**src/rtl/pr_request_poller.sv**
```systemverilog
// rtl/pr_request_poller.sv - AXI-lite master draining the PR request queue
module pr_request_poller #(
    parameter int         TIMEOUT_CYCLES = 1000000,
    parameter int         HOLDOFF_CYCLES = 4,
    parameter logic [3:0] REQ_RADDR      = 4'h0,
    parameter logic [1:0] ACK_WADDR      = 2'h0
) (
    input  logic        clk,
    input  logic        rst,
    input  logic        pr_request_pending,
    output logic [3:0]  m_axi_araddr,
    output logic        m_axi_arvalid,
    input  logic        m_axi_arready,
    input  logic [31:0] m_axi_rdata,
    input  logic        m_axi_rvalid,
    output logic        m_axi_rready,
    output logic [1:0]  m_axi_awaddr,
    output logic        m_axi_awvalid,
    input  logic        m_axi_awready,
    output logic [31:0] m_axi_wdata,
    output logic        m_axi_wvalid,
    input  logic        m_axi_wready,
    input  logic        m_axi_bvalid,
    output logic        m_axi_bready,
    output logic [31:0] req_word,
    output logic        req_valid,
    input  logic        req_ready,
    input  logic        done_valid,
    input  logic        done_error,
    output logic        busy,
    output logic [15:0] timeout_count
);

    localparam int TW = $clog2(TIMEOUT_CYCLES);
    localparam int HW = $clog2(HOLDOFF_CYCLES + 1);
    localparam logic [TW-1:0] TIMER_LAST   = TW'(TIMEOUT_CYCLES - 1);
    localparam logic [HW-1:0] HOLDOFF_LOAD = HW'(HOLDOFF_CYCLES);

    localparam logic [2:0] S_IDLE = 3'd0;
    localparam logic [2:0] S_AR   = 3'd1;
    localparam logic [2:0] S_R    = 3'd2;
    localparam logic [2:0] S_REQ  = 3'd3;
    localparam logic [2:0] S_WAIT = 3'd4;
    localparam logic [2:0] S_WR   = 3'd5;
    localparam logic [2:0] S_B    = 3'd6;

    logic [2:0]    state;
    logic [2:0]    state_next;
    logic [TW-1:0] timer;
    logic [HW-1:0] holdoff;
    logic          aw_done;
    logic          w_done;
    logic          aw_hs;
    logic          w_hs;
    logic          timer_expired;

    // Channel valids/readies are plain decodes of the registered state.
    assign m_axi_araddr  = REQ_RADDR;
    assign m_axi_awaddr  = ACK_WADDR;
    assign m_axi_arvalid = (state == S_AR);
    assign m_axi_rready  = (state == S_R);
    assign req_valid     = (state == S_REQ);
    assign m_axi_awvalid = (state == S_WR) && !aw_done;
    assign m_axi_wvalid  = (state == S_WR) && !w_done;
    assign m_axi_bready  = (state == S_B);

    assign aw_hs         = m_axi_awvalid && m_axi_awready;
    assign w_hs          = m_axi_wvalid && m_axi_wready;
    assign timer_expired = (timer == TIMER_LAST);

    // Next-state selection; done_valid only matters while waiting.
    always_comb begin
        state_next = state;
        case (state)
            S_IDLE: if (pr_request_pending && (holdoff == '0)) state_next = S_AR;
            S_AR:   if (m_axi_arready) state_next = S_R;
            S_R:    if (m_axi_rvalid) state_next = S_REQ;
            S_REQ:  if (req_ready) state_next = S_WAIT;
            S_WAIT: if (done_valid || timer_expired) state_next = S_WR;
            S_WR:   if ((aw_done || aw_hs) && (w_done || w_hs)) state_next = S_B;
            S_B:    if (m_axi_bvalid) state_next = S_IDLE;
            default: state_next = S_IDLE;
        endcase
    end

    // State register with busy registered alongside it.
    always_ff @(posedge clk or negedge rst) begin
        if (!rst) begin
            state <= S_IDLE;
            busy  <= 1'b0;
        end else begin
            state <= state_next;
            busy  <= (state_next != S_IDLE);
        end
    end

    // Wait timer counts only in WAIT and restarts from zero on every entry.
    always_ff @(posedge clk or negedge rst) begin
        if (!rst) begin
            timer <= '0;
        end else if (state == S_WAIT) begin
            timer <= timer + 1'b1;
        end else begin
            timer <= '0;
        end
    end

    // Holdoff lets the core's pending flag catch up with our acknowledge.
    always_ff @(posedge clk or negedge rst) begin
        if (!rst) begin
            holdoff <= '0;
        end else if ((state == S_B) && m_axi_bvalid) begin
            holdoff <= HOLDOFF_LOAD;
        end else if ((state == S_IDLE) && (holdoff != '0)) begin
            holdoff <= holdoff - 1'b1;
        end
    end

    // AW and W retire independently; the flags clear outside WR.
    always_ff @(posedge clk or negedge rst) begin
        if (!rst) begin
            aw_done <= 1'b0;
            w_done  <= 1'b0;
        end else if (state == S_WR) begin
            if (aw_hs) aw_done <= 1'b1;
            if (w_hs)  w_done  <= 1'b1;
        end else begin
            aw_done <= 1'b0;
            w_done  <= 1'b0;
        end
    end

    // Request capture, completion word and timeout statistics.
    always_ff @(posedge clk or negedge rst) begin
        if (!rst) begin
            req_word      <= '0;
            m_axi_wdata   <= '0;
            timeout_count <= '0;
        end else begin
            if ((state == S_R) && m_axi_rvalid) begin
                req_word <= m_axi_rdata;
            end
            if ((state == S_WAIT) && (done_valid || timer_expired)) begin
                // A done arriving on the expiry cycle takes precedence.
                m_axi_wdata <= {done_valid ? done_error : 1'b1, req_word[30:0]};
                if (!done_valid && (timeout_count != 16'hFFFF)) begin
                    timeout_count <= timeout_count + 16'd1;
                end
            end
        end
    end

endmodule

```
**config.mk**
```make
export PLATFORM = sky130hd
export DESIGN_NAME = pr_request_poller
export DESIGN_NICKNAME = d
export VERILOG_FILES = /design/src/rtl/pr_request_poller.sv
export SDC_FILE = /design/constraint.sdc
export NUM_CORES = 1
export LEC_CHECK = 0
export BUFFER_PORTS_ARGS = -buffer_cell sky130_fd_sc_hd__buf_2
export CAP_MARGIN = 20
export CORE_ASPECT_RATIO = 0.8
export CORE_MARGIN = 4
export CORE_UTILIZATION = 50
export CTS_BUF_LIST = sky130_fd_sc_hd__clkbuf_8
export DETAILED_ROUTE_END_ITERATION = 16
export GPL_ROUTABILITY_DRIVEN = 0
export PLACE_DENSITY = 0.86
export SLEW_MARGIN = 30
export SYNTH_ARGS = -nofsm -noshare
export SYNTH_HDL_FRONTEND = slang
export SYNTH_SLANG_ARGS = --single-unit
```
**constraint.sdc**
```tcl
create_clock -name clk -period 4.3 [get_ports clk]
set_input_delay 0.86 -clock clk [delete_from_list [all_inputs] [get_ports clk]]
set_output_delay 0.86 -clock clk [all_outputs]
set_load 0.1 [all_outputs]
```
## Word level (Yosys, flattened, before mapping)

Index checks and enable logic that the tools add are counted.

| storage, ports and cells | value |
|---|---|
| flip-flop bits (word level) | 109 |
| input port bits | 43 |
| output and inout port bits | 93 |
| logic and storage cells | 61 |

| cells by class | value |
|---|---|
| add/subtract/negate cells | 3 |
| equal/unequal tests | 10 |
| multiplexer cells | 16 |
| reduce and logical (&&, ||, !) cells | 23 |

Operators with widths:

| operator | number |
|---|---|
| 3-bit 2-to-1 mux | 9 |
| 3-bit one-hot mux with 7 select lines | 1 |
| 20-bit by 1-bit adder with 20-bit output (second input constant) | 1 |
| 20-bit equality test (second input constant) | 1 |
| 20-bit 2-to-1 mux | 1 |
| 16-bit by 1-bit adder with 16-bit output (second input constant) | 1 |
| 16-bit != test (second input constant) | 1 |
| 1-bit logical AND | 11 |
| 3-bit equality test (second input constant) | 3 |
| 3-bit by 2-bit equality test with 1-bit output (second input constant) | 2 |
| 3-bit zero test | 2 |
| 3-bit nonzero test | 2 |
| 1-bit 2-to-1 mux | 5 |
| 2-bit != test (second input constant) | 2 |
| 3-bit by 1-bit equality test with 1-bit output (second input constant) | 1 |
| 1-bit zero test | 3 |
| 1-bit logical OR | 3 |
| 3-bit by 1-bit subtractor with 3-bit output (second input constant) | 1 |
| 2-bit AND reduction | 1 |
| 2-bit nonzero test | 1 |

## Longest topological paths before layout

| logic depth | value |
|---|---|
| depth in word-level cells | 8 |
| depth in mapped cells | 8 |
| gate-level depth less buffers | 7 |

## Worst setup path after synthesis

OpenSTA, ideal clock, no wires.

| timing | value |
|---|---|
| path type | register -> register |
| start point | reg state[1] |
| end point | reg req_word[10] |
| library setup time | 0.126 ns |
| arrival | 3.611 ns |
| required time | 4.174 ns |
| slack | 0.564 ns |
| cell stages (with the launch flop) | 8 |
| path buffers | 3 |
| clock period less this slack | 3.736 ns |
| path through | dfrtp_1 -> buf_2 -> inv_1 -> nor3_1 -> and2_1 -> clkbuf_1 -> buf_4 -> mux2_2 |

| between the ends | value |
|---|---|
| longest elaborated chain between the ends | 2 |

RTL lines:

| element | RTL line | source |
|---|---|---|
| start: declaration | 47 | `logic [2:0] state;` |
| start signal: assignment | 92 | `state <= state_next;` |
| 3-bit by 2-bit equality test with 1-bit output | - |  |
| named net m_axi_rready | 16 | `output logic m_axi_rready,` |
| 1-bit logical AND | 140 | `if ((state == S_R) && m_axi_rvalid) begin` |
| end signal: assignment | 141 | `req_word <= m_axi_rdata;` |
| end: declaration | 25 | `output logic [31:0] req_word,` |

The timed path passes the listed nets, and every way through them passes these cells.
A chain may end at the register's enable or synchronous reset.

## Worst setup path after layout

| timing | value |
|---|---|
| start point | reg state[1] |
| end point | out m_axi_awvalid |

| between the ends | value |
|---|---|
| longest elaborated chain between the ends | 2 |

RTL lines:

| element | RTL line | source |
|---|---|---|
| 3-bit equality test | 63 | `assign m_axi_awvalid = (state == S_WR) && !aw_done;` |
| 1-bit logical AND | 63 |  |
| end: declaration | 18 | `output logic m_axi_awvalid,` |

Every way passes these cells.

==> out/qor.yml <==
drcViolationCount: 0
cts.htree.levels: 3
synth_edf_count: 0
fin_crit_sh_pct: 62.7
maxCapViolCount: 0
grt_usage_pct: 18.8
synthFlopType: "dfrtp_1"
cp_max_fo: 9
ys.warnings.count: 0
drt-initial-drc-count: 124
clk_pin_slew_ns: 0.10
cts_buffers: 9
path_cells: "inv_1, nand3_1, nor2_1, buf_2"
cts_tree: "built"
rrSetupSlack_ns: 1.68
slew_headroom_pct: 47.5
io_buffers: 129
start_util_pct: 51.8
n_antenna_cell: 0
worstSetupStartpointType: "flop"
syn2layout_area_growth_pct: 18.8
tightest_slew_ns: 0.782
grt_start_max_net_pins: 50
antenna_found_initial: 0
critPathSlowestCell: "dfrtp_1"
core_region_area_um2: 9110
crit_arrival_ns: 1.84
finalSetupTns_ns: 0
vias: 3291
drive_gt1_share_pct: 37.2
use_met3_pct: 5.06
clk_path_buf_depth: 2
crit_path_end_kind: "output pin"
clockRootBuffer: "clkbuf_8"
ys_types: 44
top_usage_layer: "met2"
drv_slew: 0
fin_crit_ns: 2.70
seq_area_frac_synth_pct: 57.8
layout_common_cells: "128 x buf_2, 109 x dfrtp_1, 40 x nor2_1, 34 x mux2_2, 31 x mux2_1"
cts_resized: 0
via_per_inst: 5.30
nNetsFinal: 548
hold_path.class: "in2async"
ys_ff_latch: 109
rows: 31
ant_nets: 0
pin_count: 136
crit_required_ns: 3.44
syn_area_um2: 4720
cts_hold_buf: 0
clk_latency_ns: 0.38
syn-instance-count: 373
final_common_cell: "buf_2"
setup_viol: 0
async_flop_share_pct: 100
firstDrtPassIters: 4
grt.overflow.total: 0
clock_sinks: 109
grtUsageMet1_pct: 21.4
grt_pass1_vias: 3456
die-area_um2: 11100
avgSynthCellArea_um2: 12.6
wl_um: 9790
hold_viol: 0
place_hpwl_um: 7360
wl_per_cell_um: 15.8
skew_ns: 0.0140
grt_setup_unrepaired: "false"
die_h_um: 94.9
max_freq_ghz: 0.371
grt_pass1_wl_um: 16300
post_cts_buffers: 0
max_stage_delay_ns: 0.47
dieWidth_um: 117
use_met2_pct: 33.9
status: "complete, no violations"
path_class: "reg2out"
layout make-up:
cell class	instances	area, um^2
Clock buffer	10	138
Clock inverter	6	63.8
Fill cell	716	3510
Inverter	5	18.8
Multi-Input combinational cell	243	1840
Sequential cell	109	2730
Tap cell	115	144
Timing Repair Buffer	133	678
worst max-delay path, delay by kind of cell (launching register included):
family	cells	cell delay (ns)
flip-flops	1	0.47
buffers and inverters	2	0.61
AND/OR/NAND/NOR	2	0.37
state kept, by name (all words and copies together) (netlist names):
register       cells
state              3
w_done             1
aw_done            1
timeout_count     16
holdoff            3
m_axi_wdata       32
busy               1
req_word          32
timer             20
kinds of logic after synthesis:
| family | share of synthesized area [%] |
|---|---|
| buf+inv | 3.66 |
| other cells | 0.0795 |
| compound gates | 1.59 |
| fa+ha+maj | 1.06 |
| xor+xnor | 6.31 |
| mux | 15.5 |
| flops | 57.8 |
| simple gates | 14.0 |
path summary, 6_finish.rpt:
check	from	to	cells after the start
setup / recovery	state[1]	m_axi_awvalid	4
hold / removal	rst	req_word[7]	1
setup reg to reg	state[0]	timeout_count[15]	5
hold reg to reg	m_axi_wdata[16]	m_axi_wdata[16]	1
max in group asynchronous	rst	m_axi_wdata[27]	2
min in group clk	m_axi_wdata[16]	m_axi_wdata[16]	1
synth_stat cells, types with 5 or more instances:
cell	instances	area share, %
buf_4	9	1.4
inv_1	5	0.40
nand4_1	12	1.6
dfrtp_1	109	58
and3_1	9	1.2
nor2_1	40	3.2
buf_6	5	1.2
mux2_2	34	8.1
xnor2_1	21	3.9
nand2_1	15	1.2
xor2_1	13	2.4
nand3_1	19	2.0
mux2_1	31	7.4
per-stage QoR:
step	cell area, um^2	setup WS, ns	util (%)	hold WS, ns	std cells
6_report	5610	1.60	61.5	0.391	621
5_1_grt	5610	1.45	61.5	0.390	621
4_1_cts	5610	1.57	61.5	0.391	621
3_5_place_dp	5400	1.72	59.3	0.471	605
3_3_place_gp	5400	1.80	59.3	0.462	605
2_1_floorplan	4740	0.564	-	0.447	378
routing by layer:
layer / share of wire (%) / wire length [um]
met5: 0 / 0
met1: 39 / 3840
met3: 5.5 / 542
met2: 53 / 5150
met4: 2.6 / 251
Power is not shown: default switching activity piles up to over one toggle a cycle in this logic, so the estimate is an artifact.
